File: config.mk
export PLATFORM = sky130hd
export DESIGN_NAME = uart_tx_arb_flat
export DESIGN_NICKNAME = d
export VERILOG_FILES = /design/src/rtl/uart_tx_arb_if.sv /design/src/rtl/uart_tx_arb.sv /design/src/flat_wrapper.sv
export SDC_FILE = /design/constraint.sdc
export NUM_CORES = 1
export LEC_CHECK = 0
export ABC_AREA = 1
export CORE_MARGIN = 10
export CORE_UTILIZATION = 40
export DETAILED_ROUTE_END_ITERATION = 10
export PLACE_DENSITY = 0.76
export SYNTH_ARGS = -nofsm -noshare
export SYNTH_HDL_FRONTEND = slang
export SYNTH_SLANG_ARGS = --single-unit
File: constraint.sdc
create_clock -name clk -period 5.93 [get_ports clk]
set_input_delay 1.779 -clock clk [delete_from_list [all_inputs] [get_ports clk]]
set_output_delay 1.779 -clock clk [all_outputs]
set_load 0.05 [all_outputs]
File: src/rtl/uart_tx_arb_if.sv
// Signal bundle between the requesters, the arbiter and the shared UART transmitter.
// master = requester/transmitter side, slave = the arbiter.
interface uart_tx_arb_if #(
   parameter int num_req   = 4,
   parameter int data_bits = 8
);
   localparam int id_bits = $clog2(num_req);

   logic [num_req-1:0]           req_vld;
   logic [num_req*data_bits-1:0] req_data;
   logic [num_req-1:0]           req_mask;
   logic [num_req-1:0]           req_rdy;
   logic                         uart_data_vld;
   logic [data_bits-1:0]         uart_data;
   logic                         uart_active;
   logic [id_bits-1:0]           grant_id;
   logic                         busy;
   logic                         timeout_err;

   modport master (
      output req_vld, req_data, req_mask, uart_active,
      input  req_rdy, uart_data_vld, uart_data, grant_id, busy, timeout_err
   );

   modport slave (
      input  req_vld, req_data, req_mask, uart_active,
      output req_rdy, uart_data_vld, uart_data, grant_id, busy, timeout_err
   );
endinterface

File: src/rtl/uart_tx_arb.sv
// Round-robin arbiter feeding one shared UART transmitter from num_req requesters,
// with a start timeout that re-strobes a character the transmitter failed to pick up.
//
//   state      | meaning
//   -----------+-----------------------------------------------------------
//   IDLE       | arbitrate; accept the winner's character (req_rdy pulse)
//   ISSUE      | strobe uart_data_vld for one cycle
//   WAIT_START | wait for uart_active to rise, re-issue after start_timeout
//   WAIT_DONE  | wait for uart_active to fall, then back to IDLE
module uart_tx_arb #(
   parameter int num_req       = 4,
   parameter int data_bits     = 8,
   parameter int start_timeout = 4
) (
   input  logic          clk,
   input  logic          rst,
   uart_tx_arb_if.slave  bus
);
   localparam int id_bits  = $clog2(num_req);
   localparam int tmo_bits = $clog2(start_timeout + 1);
   localparam logic [tmo_bits-1:0] tmo_last = tmo_bits'(start_timeout - 1);
   localparam logic [tmo_bits-1:0] tmo_max  = tmo_bits'(start_timeout);

   // 3-bit encoding leaves spare codes that the default branch recovers from
   typedef enum logic [2:0] {
      IDLE       = 3'd0,
      ISSUE      = 3'd1,
      WAIT_START = 3'd2,
      WAIT_DONE  = 3'd3
   } state_t;

   state_t               state;
   logic [id_bits-1:0]   last_grant;
   logic [id_bits-1:0]   grant_q;
   logic [data_bits-1:0] data_q;
   logic [tmo_bits-1:0]  tmo_cnt;
   logic                 tmo_err_q;
   logic                 vld_q;
   logic                 busy_q;

   logic [num_req-1:0]   elig;
   logic [id_bits-1:0]   cand;
   logic [id_bits-1:0]   win_id;
   logic                 win_found;
   logic [data_bits-1:0] win_data;

   // Scan downward so the last hit is the nearest index after last_grant.
   always_comb begin
      elig      = bus.req_vld & bus.req_mask;
      cand      = '0;
      win_id    = '0;
      win_found = 1'b0;
      for (int k = num_req; k >= 1; k--) begin
         cand = id_bits'((int'(last_grant) + k) % num_req);
         if (elig[cand]) begin
            win_id    = cand;
            win_found = 1'b1;
         end
      end
   end

   always_comb begin
      win_data = '0;
      for (int i = 0; i < num_req; i++) begin
         if (win_id == id_bits'(i)) win_data = bus.req_data[i*data_bits +: data_bits];
      end
   end

   always_comb begin
      bus.req_rdy = '0;
      for (int i = 0; i < num_req; i++) begin
         bus.req_rdy[i] = !rst && (state == IDLE) && win_found && (win_id == id_bits'(i));
      end
   end

   always_ff @(posedge clk) begin
      if (rst) begin
         state      <= IDLE;
         last_grant <= id_bits'(num_req - 1);
         grant_q    <= '0;
         data_q     <= '0;
         tmo_cnt    <= '0;
         tmo_err_q  <= 1'b0;
         vld_q      <= 1'b0;
         busy_q     <= 1'b0;
      end else begin
         vld_q <= 1'b0;
         case (state)
            IDLE: begin
               if (win_found) begin
                  state      <= ISSUE;
                  last_grant <= win_id;
                  grant_q    <= win_id;
                  data_q     <= win_data;
                  vld_q      <= 1'b1;
                  busy_q     <= 1'b1;
               end
            end
            ISSUE: begin
               state   <= WAIT_START;
               tmo_cnt <= '0;
            end
            WAIT_START: begin
               if (bus.uart_active) begin
                  state <= WAIT_DONE;
               end else if (tmo_cnt == tmo_last) begin
                  state     <= ISSUE;
                  vld_q     <= 1'b1;
                  tmo_err_q <= 1'b1;
               end else if (tmo_cnt != tmo_max) begin
                  tmo_cnt <= tmo_cnt + 1'b1;
               end
            end
            WAIT_DONE: begin
               if (!bus.uart_active) begin
                  state  <= IDLE;
                  busy_q <= 1'b0;
               end
            end
            default: begin
               state  <= IDLE;
               busy_q <= 1'b0;
            end
         endcase
      end
   end

   // Strobe and busy are forced low while rst is held, not just after it.
   assign bus.uart_data_vld = vld_q & ~rst;
   assign bus.busy          = busy_q & ~rst;
   assign bus.uart_data     = data_q;
   assign bus.grant_id      = grant_q;
   assign bus.timeout_err   = tmo_err_q;
endmodule

File: src/flat_wrapper.sv
// flat-port wrapper written by rule: the top's interface ports become plain ports
module uart_tx_arb_flat 
#(
   parameter int num_req       = 4,
   parameter int data_bits     = 8,
   parameter int start_timeout = 4
)
  (clk, rst, bus_req_vld, bus_req_data, bus_req_mask, bus_uart_active, bus_req_rdy, bus_uart_data_vld, bus_uart_data, bus_grant_id, bus_busy, bus_timeout_err);
  uart_tx_arb_if #(.num_req(num_req), .data_bits(data_bits)) bus_i ();
  input  logic clk;
  input  logic rst;
  input wire logic [$bits(bus_i.req_vld)-1:0] bus_req_vld;
  input wire logic [$bits(bus_i.req_data)-1:0] bus_req_data;
  input wire logic [$bits(bus_i.req_mask)-1:0] bus_req_mask;
  input wire logic [$bits(bus_i.uart_active)-1:0] bus_uart_active;
  output wire logic [$bits(bus_i.req_rdy)-1:0] bus_req_rdy;
  output wire logic [$bits(bus_i.uart_data_vld)-1:0] bus_uart_data_vld;
  output wire logic [$bits(bus_i.uart_data)-1:0] bus_uart_data;
  output wire logic [$bits(bus_i.grant_id)-1:0] bus_grant_id;
  output wire logic [$bits(bus_i.busy)-1:0] bus_busy;
  output wire logic [$bits(bus_i.timeout_err)-1:0] bus_timeout_err;
  assign bus_i.req_vld = bus_req_vld;
  assign bus_i.req_data = bus_req_data;
  assign bus_i.req_mask = bus_req_mask;
  assign bus_i.uart_active = bus_uart_active;
  assign bus_req_rdy = bus_i.req_rdy;
  assign bus_uart_data_vld = bus_i.uart_data_vld;
  assign bus_uart_data = bus_i.uart_data;
  assign bus_grant_id = bus_i.grant_id;
  assign bus_busy = bus_i.busy;
  assign bus_timeout_err = bus_i.timeout_err;
  uart_tx_arb #(.num_req(num_req), .data_bits(data_bits), .start_timeout(start_timeout)) u_core (.clk(clk), .rst(rst), .bus(bus_i));
endmodule
After elaboration in Yosys (flattened, before gate mapping). Index checks and enable logic that the tools add are counted.

Bits in registers: 21.

Multiplexer cells: 36. Bitwise operators: 6. $lt $le $gt $ge: 4. $add $sub $neg: 5. Reduce and logical (&&, ||, !) cells: 16. Eq/ne operators: 14.

Operators by type and width (number): 8-bit 2-to-1 mux (4); 3-bit 2-to-1 mux (7); 1-bit 2-to-1 mux (13); 2-bit by 3-bit less-than comparator with 1-bit output (second input constant) (4); 3-bit case mux with 4 select lines (1); 3-bit by 2-bit equality test with 1-bit output (second input constant) (3); 3-bit AND reduction (3); 1-bit binary-select mux with 2-bit select (4); 2-bit 2-to-1 mux (4); 1-bit logical AND (6); 2-bit inequality test (second input constant) (3); 3-bit case mux with 2 select lines (1); 2-bit by 1-bit adder with 2-bit output (second input constant) (2); 2-bit adder (second input constant) (2); 4-bit AND (1); 2-bit equality test (second input constant) (2); 2-bit by 1-bit inequality test with 1-bit output (second input constant) (2); 4-bit AND reduction (1); 3-bit by 1-bit adder with 3-bit output (second input constant) (1); 3-bit by 1-bit equality test with 1-bit output (second input constant) (1); 3-bit zero test (1); 3-bit by 2-bit inequality test with 1-bit output (second input constant) (1); 3-bit inequality test (second input constant) (1); 1-bit NOT (3); 9 further kinds (10).

Logic depth before layout (Yosys ltp). Gate-level depths: netlist of run 1.

Word-level depth: 12. Depth in mapped cells: 17. Gate-level depth less buffers: 15.

Worst setup path before layout of run 1. Ideal clock, no wire load.

Path type: input-to-output. Start: in bus_req_vld[1]. End: out bus_req_rdy[1]. Path slack: 0.544 ns. Arrival time: 3.607 ns. Buffers on the path: 1. Stages on the path: 8. Path through: nand2_1 > o21ai_2 > nand2_1 > and2_4 > nand3_1 > nand2_4 > buf_8 > nor3_1.

Longest elaborated chain between the ends: 9. Elaborated cells on any way between the ends: 20. Those cells by class: 1 x eq/ne; 16 x mux; 1 x bitwise; 2 x reduce/logical.

RTL lines: from (decl) (RTL line flat_wrapper.sv:12) `input wire logic [$bits(bus_i.req_vld)-1:0] bus_req_vld;`; 4-bit AND (*) (RTL line uart_tx_arb.sv:49) `elig = bus.req_vld & bus.req_mask;`; 1-bit binary-select mux with 2-bit select (RTL line uart_tx_arb.sv:55) `if (elig[cand]) begin`; 1-bit 2-to-1 mux (not written as such) (RTL line uart_tx_arb.sv:55); 2-bit 2-to-1 mux or 1-bit 2-to-1 mux (tied branches) (4 in a row) (RTL line uart_tx_arb.sv:55); 2-bit by 1-bit equality test with 1-bit output or 1-bit logical AND (tied branches) (RTL line uart_tx_arb.sv:72) `bus.req_rdy[i] = !rst && (state == IDLE) && win_found && (win_id == id_bits'(i));`; 1-bit logical AND (*) (RTL line uart_tx_arb.sv:72); to (decl) (RTL line flat_wrapper.sv:16) `output wire logic [$bits(bus_i.req_rdy)-1:0] bus_req_rdy;`.

Every way passes the cells marked *; elsewhere a longest branch is shown, timed or not. The select of a mux whose other input is x is not followed.

Final worst setup path of run 1.
Start: in bus_req_vld[2]. End: out bus_req_rdy[2].

Longest elaborated chain between the ends: 9. Elaborated cells on any way between the ends: 20. Those cells by class: 1 x eq/ne; 16 x mux; 1 x bitwise; 2 x reduce/logical.

RTL lines (RTL line): 4-bit AND (*) (uart_tx_arb.sv:49); 1-bit binary-select mux with 2-bit select (uart_tx_arb.sv:55); 1-bit 2-to-1 mux (not written as such) (uart_tx_arb.sv:55); 2-bit 2-to-1 mux or 1-bit 2-to-1 mux (tied branches) (4 in a row) (uart_tx_arb.sv:55); 2-bit equality test or 1-bit logical AND (tied branches) (uart_tx_arb.sv:72); 1-bit logical AND (*) (uart_tx_arb.sv:72).

Marks and branches as above.

==> results.cfg, run 1 <==
[power_and_ir_drop]
ir_drop_uv = 338
p_per_area_mw_per_mm2 = 646
leakage_nw = 0.896
total_power_mw = 1.36

[route]
viasPerCell = 4.77
ant_nets = 0
drt_iter0_drc = 114
vias = 1541
drc = 0
wl_per_cell_um = 12.6
totalWireLength_um = 4060
firstDrtPassIters = 4

[min_path]
holdPathStages = 2
min_to = u_core.busy_q
hold_start = u_core.busy_q
hp-class = flop to flop

[global_route]
track_usage_pct = 12.7
grt_max_degree = 20
grt_pass1_vias = 1407
grt_pass1_wl_um = 6650
overflow = 0
grt_antenna_before_repair = 0

[sta]
final.setup.worst_slack_ps = 488
tns_ps = 0
setup_violations = 0
worstMarginPinSlew_ps = 659
period_needed_ps = 5440
fmax_ghz = 0.184
timing.final.crit_share_pct = 91.8
rsz0062_at_grt = false
clock_skew_ps = 5.69
slew_violations = 0
finalHoldViolCount = 0
relSlewSlack_pct = 55.5
whs_ps = 467

[critical_path]
critPathKind = primary input to primary output
required_ps = 4150
reg2reg_to = u_core.bus.uart_data[5]
critPathLaunchType = primary input
cpMostUsedCell = nand2_1
path_max_fanout = 19
cp_cell_sequence = clkdlybuf4s50_1 -> nand3_1 -> nand2_1 -> nand2_1 -> nand2_1 -> nand3_1 -> nand2_2 -> inv_2 -> nor3_1 -> buf_12
slowest_delay_ps = 470
critPathSlowestCell = clkdlybuf4s50_1
path_buf_inv = 3
r2r_slack_ps = 3680
reg2reg_depth = 12
crit_path_end_kind = primary output
cp_top_family = simple AND/OR/NAND/NOR gates
critPathArrivalTime_ps = 3660
reg2reg_from = u_core.last_grant[0]

[clock_tree]
clock_sinks = 20
clock_latency_ps = 300
path_clk_slew_ps = 110
htree_levels = 1
numCtsBuffers = 3
tritoncts = built
postCtsSetupBuffers = 0
cts_root_buffer = clkbuf_4
clockBufferDepth = 2
postCtsHoldBufs = 0
cts_resized = 0

[logic_synthesis]
synthXorXnorAreaFrac_pct = 1.77
synth-main-ff-cell = dfxtp_1
synth_most_common_cell = nand2_1
synth_top_family_by_area = simple AND/OR/NAND/NOR gates
seq_area_frac_synth_pct = 28.3
synth_common_cells = nand2_1 (77), nand3_1 (26), dfxtp_1 (20), inv_1 (16), a21oi_1 (15)
synth_compound_area_share_pct = 13.8
synth.mux.area_fraction_pct = 0
synth.avg_cell_area_um2 = 6.43
synth_nets = 269
synth_edf_count = 0
synth_simple_gate_area_share_pct = 41.2
ys_types = 30
syn_area_mm2 = 0.00142
synth_area_leader_cell = dfxtp_1
ys_top_cells_by_area = dfxtp_1 (28%), nand2_1 (20%), nand3_1 (9.2%)
synth_top_area_share_pct = 28.3
synth_fa_ha_area_share_pct = 5.31
ys_async_sr_fraction_pct = 0
synthCells = 220
ys_warn_count = 0
synth_seq_cells = 20

[placement]
routabilityCongestion = 0.834
io_buffers = 59
place_ws_ps = 467
hpwl_um = 3310

[die]
die_h_um = 79.5
initial_utilization_pct = 41.7
fp-row-count = 21
core_area_mm2 = 0.00339
fp.dieW_um = 79.5
die-area_mm2 = 0.00632
io_pins = 60

[layout]
fill_cells = 301
multi_input_area_um2 = 878
drive_gt1_share_pct = 10.8
diodes = 0
regArea_um2 = 400
fin_nets = 327
syn_to_final_growth_pct = 48.8

[outcome]
status = completed

[run]
drv_cap = 0
## cells in the final DEF, fill, tap and decap left out, drive strengths merged
| cell type | Yosys | routed |
|---|---|---|
| or2 | 6 | 6 |
| ha | 6 | 6 |
| xnor2 | 1 | 1 |
| clkbuf | 2 | 3 |
| nor3 | 7 | 7 |
| a21oi | 16 | 16 |
| o21ai | 13 | 13 |
| clkdlybuf4s50 | 0 | 55 |
| and2 | 1 | 1 |
| buf | 6 | 6 |
| xor2 | 1 | 1 |
| o211ai | 2 | 2 |
| nor2 | 10 | 10 |
| dfxtp | 20 | 20 |
| nand3b | 1 | 1 |
| nand2 | 81 | 81 |
| a211oi | 1 | 1 |
| inv | 18 | 18 |
| bufinv | 0 | 1 |
| clkinv | 1 | 1 |
| nand3 | 26 | 26 |
| o311ai | 1 | 1 |
## cells by family after synthesis
family                   count (synthesis)
AND/OR/NAND/NOR                        132
flip-flops                              20
AO/OA/AOI/OAI                           33
XOR/XNOR                                 2
buffers and inverters                   27
adder cells (fa/ha/maj)                  6
## sequential cells by signal, summed over array words and instances (netlist names)
register                flops
u_core.tmo_cnt              3
u_core.last_grant           2
u_core.state                2
u_core.bus.timeout_err      1
u_core.bus.uart_data        8
u_core.busy_q               1
u_core.bus.grant_id         2
u_core.vld_q                1
## how the worst max path moves through the flow
stage,start,end,slack (ps),depth (start not counted)
after floorplan,bus_req_vld[1],bus_req_rdy[1],540,8
after global placement,bus_req_vld[2],bus_req_rdy[2],540,10
after detailed placement,bus_req_vld[2],bus_req_rdy[2],470,10
after CTS,bus_req_vld[2],bus_req_rdy[2],470,10
after global routing,bus_req_mask[2],bus_req_rdy[2],250,10
final,bus_req_vld[2],bus_req_rdy[2],490,10
## layout make-up
cell class                 instances  share of cell area, %
clock buffer                       3                   1.07
clock inverter                     1                   1.43
inverter                          19                   3.39
multi-input combinational        173                   41.7
sequential                        20                   19.0
tap                               46                   2.73
timing repair buffer              61                   30.7
## tightest hold or removal path: stages, from the launching register on
cell	delay [ps]
dfxtp_1	310
inv_1	60
a21oi_1	60
## through the flow
stage,cell area [µm²],instances,util (%)
2_1_floorplan,1420,220,-
3_3_place_gp,2050,319,60.6
3_5_place_dp,2050,319,60.6
4_1_cts,2110,323,62.1
5_1_grt,2110,323,62.1
6_report,2110,323,62.1
## layer usage
metal  track usage (%)  routed length [µm]  up-vias  part of all wire (%)
met5                 0                   0        -                     0
li1                  -                   -      833                     -
met1              18.2                2040      657                    50
met3              2.93                 368        4                   9.1
met4              3.76                  40        0                  0.98
met2              18.0                1610       47                    40
## power breakdown
group | total, mW | switching (mW) | internal [mW]
clock network | 0.110 | 0.0421 | 0.0683
logic | 1.02 | 0.656 | 0.363
registers | 0.231 | 0.0428 | 0.188
Note: power is estimated with default switching activity, not from simulation.
==> inputs of run 2 (changes only) <==
- ABC_CLOCK_PERIOD_IN_PS: unset -> 5930
==> results of run 2 <==
No change in the layout: final DEF, timing and power equal those of run 1.
==> inputs of run 3 (changes only) <==
--- a/config.mk
+++ b/config.mk
@@ -8,4 +8,5 @@
 export ABC_AREA = 1
 export ABC_CLOCK_PERIOD_IN_PS = 5930
+export CORE_ASPECT_RATIO = 1.5
 export CORE_MARGIN = 10
 export CORE_UTILIZATION = 40
==> constraint.sdc (replaced) <==
create_clock -name clk -period 5.93 [get_ports clk]
set_input_delay 1.4825 -clock clk [delete_from_list [all_inputs] [get_ports clk]]
set_output_delay 1.4825 -clock clk [all_outputs]
set_load 0.05 [all_outputs]
==> run 3 against run 2 <==
Effect of this change: final cell count shrank 1.5%; fmax up 15%; first-iteration DRC count decreased by 20%; total power is essentially flat; worst hold slack got worse by 7.6 ps; sequential power about the same; flip-flop and latch count stayed put; largest cell class unchanged; combinational power about the same; setup slack improved by 700 ps; sequential share of layout area grew 0.40 points; clock-buffer cell count is the same; core utilization decreased by 1.8 points.
==> results.cfg, run 3 (synthesis gave the netlist of run 1 again) <==
[placement]
hpwl_um = 3360
placed_area_mm2 = 0.00199
io_buffers = 59
routabilityCongestion = 0.859

[layout]
utilization_pct = 60.4
fin_nets = 326
largest_register_ffs = 8
syn_to_final_growth_pct = 45.7
final_common_cell = nand2_1
design_area_mm2 = 0.00206
drive_gt1_share_pct = 10.5
fill_cells = 334
final_cell_mix = nand2_1 (77), clkdlybuf4s50_1 (55), nand3_1 (26)
diodes = 0

[clock_tree]
cts_root_buffer = clkbuf_8
htree_levels = 1
postCtsHoldBufs = 0
clock_sinks = 20
path_clk_slew_ps = 80
tritoncts = built
postCtsSetupBuffers = 0
clockBufferDepth = 2
clock_latency_ps = 270
numCtsBuffers = 3
cts_resized = 0

[die]
io_pins = 60
fp-row-count = 26
fp.dieW_um = 68.6
core_area_mm2 = 0.00342
initial_utilization_pct = 41.4
die_h_um = 92.8
die-area_mm2 = 0.00637

[route]
firstDrtPassIters = 4
drc = 0
drt_iter0_drc = 91
viasPerCell = 4.89
ant_nets = 0
vias = 1556
totalWireLength_um = 4130
wl_per_cell_um = 13.0

[critical_path]
slowest_delay_ps = 470
cp_cell_sequence = clkdlybuf4s50_1 -> nand3_1 -> nand2_1 -> nand2_1 -> nand2_1 -> nand3_1 -> nand2_2 -> inv_2 -> nor3_1 -> buf_4
crit_path_end_kind = primary output
critPathKind = primary input to primary output
required_ps = 4450
critPathArrivalTime_ps = 3260
r2r_slack_ps = 3690
reg2reg_to = u_core.bus.uart_data[2]
critPathSlowestCell = clkdlybuf4s50_1
reg2reg_depth = 12
reg2reg_from = u_core.last_grant[0]
path_buf_inv = 3
cp_top_family = buffers and inverters
cpMostUsedCell = nand2_1
path_max_fanout = 19
critPathLaunchType = primary input

[power_and_ir_drop]
leakage_nw = 0.887
ir_drop_uv = 485
p_per_area_mw_per_mm2 = 660
total_power_mw = 1.36

[sta]
whs_ps = 460
tns_ps = 0
slew_violations = 0
setup_violations = 0
rsz0062_at_grt = false
timing.final.crit_share_pct = 79.9
period_needed_ps = 4740
fmax_ghz = 0.211
worstMarginPinSlew_ps = 709
clock_skew_ps = 6.03
relSlewSlack_pct = 52.1
finalHoldViolCount = 0

[global_route]
grt_pass1_wl_um = 6680
track_usage_pct = 13.1
grt_pass1_vias = 1546
grt_antenna_before_repair = 0
grt_max_degree = 20
overflow = 0

[outcome]
status = completed

[min_path]
holdPathStages = 2
hp-class = flop to flop
min_to = u_core.bus.timeout_err
hold_start = u_core.bus.timeout_err

[run]
drv_cap = 0
==> run 3: cell types whose count changed in the layout (fill, tap and decap cells not counted) <==
cell,before,now
buf_4,2,5
clkbuf_8,0,3
clkbuf_4,3,0
buf_12,4,0
==> run 3: worst register-to-register path: cells and delay by family (launching register included) <==
family                 cells  cell delay [ps]
AND/OR/NAND/NOR            9             1130
flip-flops                 1              600
buffers and inverters      2              330
AO/OA/AOI/OAI              1               60
==> run 3: report_power, final <==
part           leakage [nW]  internal [mW]  switching, mW
registers             0.164          0.188         0.0432
logic                 0.687          0.337          0.655
clock network        0.0357         0.0902         0.0467
total                 0.887          0.615          0.745
==> run 3: worst max path at each step <==
stage / startpoint / end / cells after the start
2_1_floorplan: bus_req_vld[1] / bus_req_rdy[1] / 8
3_3_place_gp: rst / bus_uart_data_vld / 3
3_5_place_dp: bus_req_vld[2] / bus_req_rdy[2] / 10
4_1_cts: bus_req_vld[2] / bus_req_rdy[2] / 10
5_1_grt: bus_req_vld[2] / bus_req_rdy[3] / 10
6_report: bus_req_vld[2] / bus_req_rdy[2] / 10
==> run 3: layer usage <==
metal | GRT usage, % | part of all wire (%) | vias to the layer above
met4 | 5.05 | 1.8 | 0
met1 | 14.1 | 40 | 682
met5 | 0 | 0 | -
met3 | 3.26 | 6.3 | 8
li1 | - | - | 825
met2 | 23.1 | 52 | 41
==> run 3: stage by stage <==
stage | worst slack (ps) | cells
floorplan | 1140 | 220
global placement | 1220 | 314
detailed placement | 1180 | 314
CTS | 1180 | 318
global route | 969 | 318
finish | 1190 | 318
==> run 3: final cells by class <==
cell class / instances / area [µm²] / share of cell area (%)
Clock buffer: 3 / 41.3 / 2.00
Clock inverter: 1 / 30.0 / 1.46
Inverter: 19 / 71.3 / 3.46
Multi-Input combinational cell: 173 / 878 / 42.6
Sequential cell: 20 / 400 / 19.4
Tap cell: 42 / 52.6 / 2.55
Timing Repair Buffer: 60 / 588 / 28.5
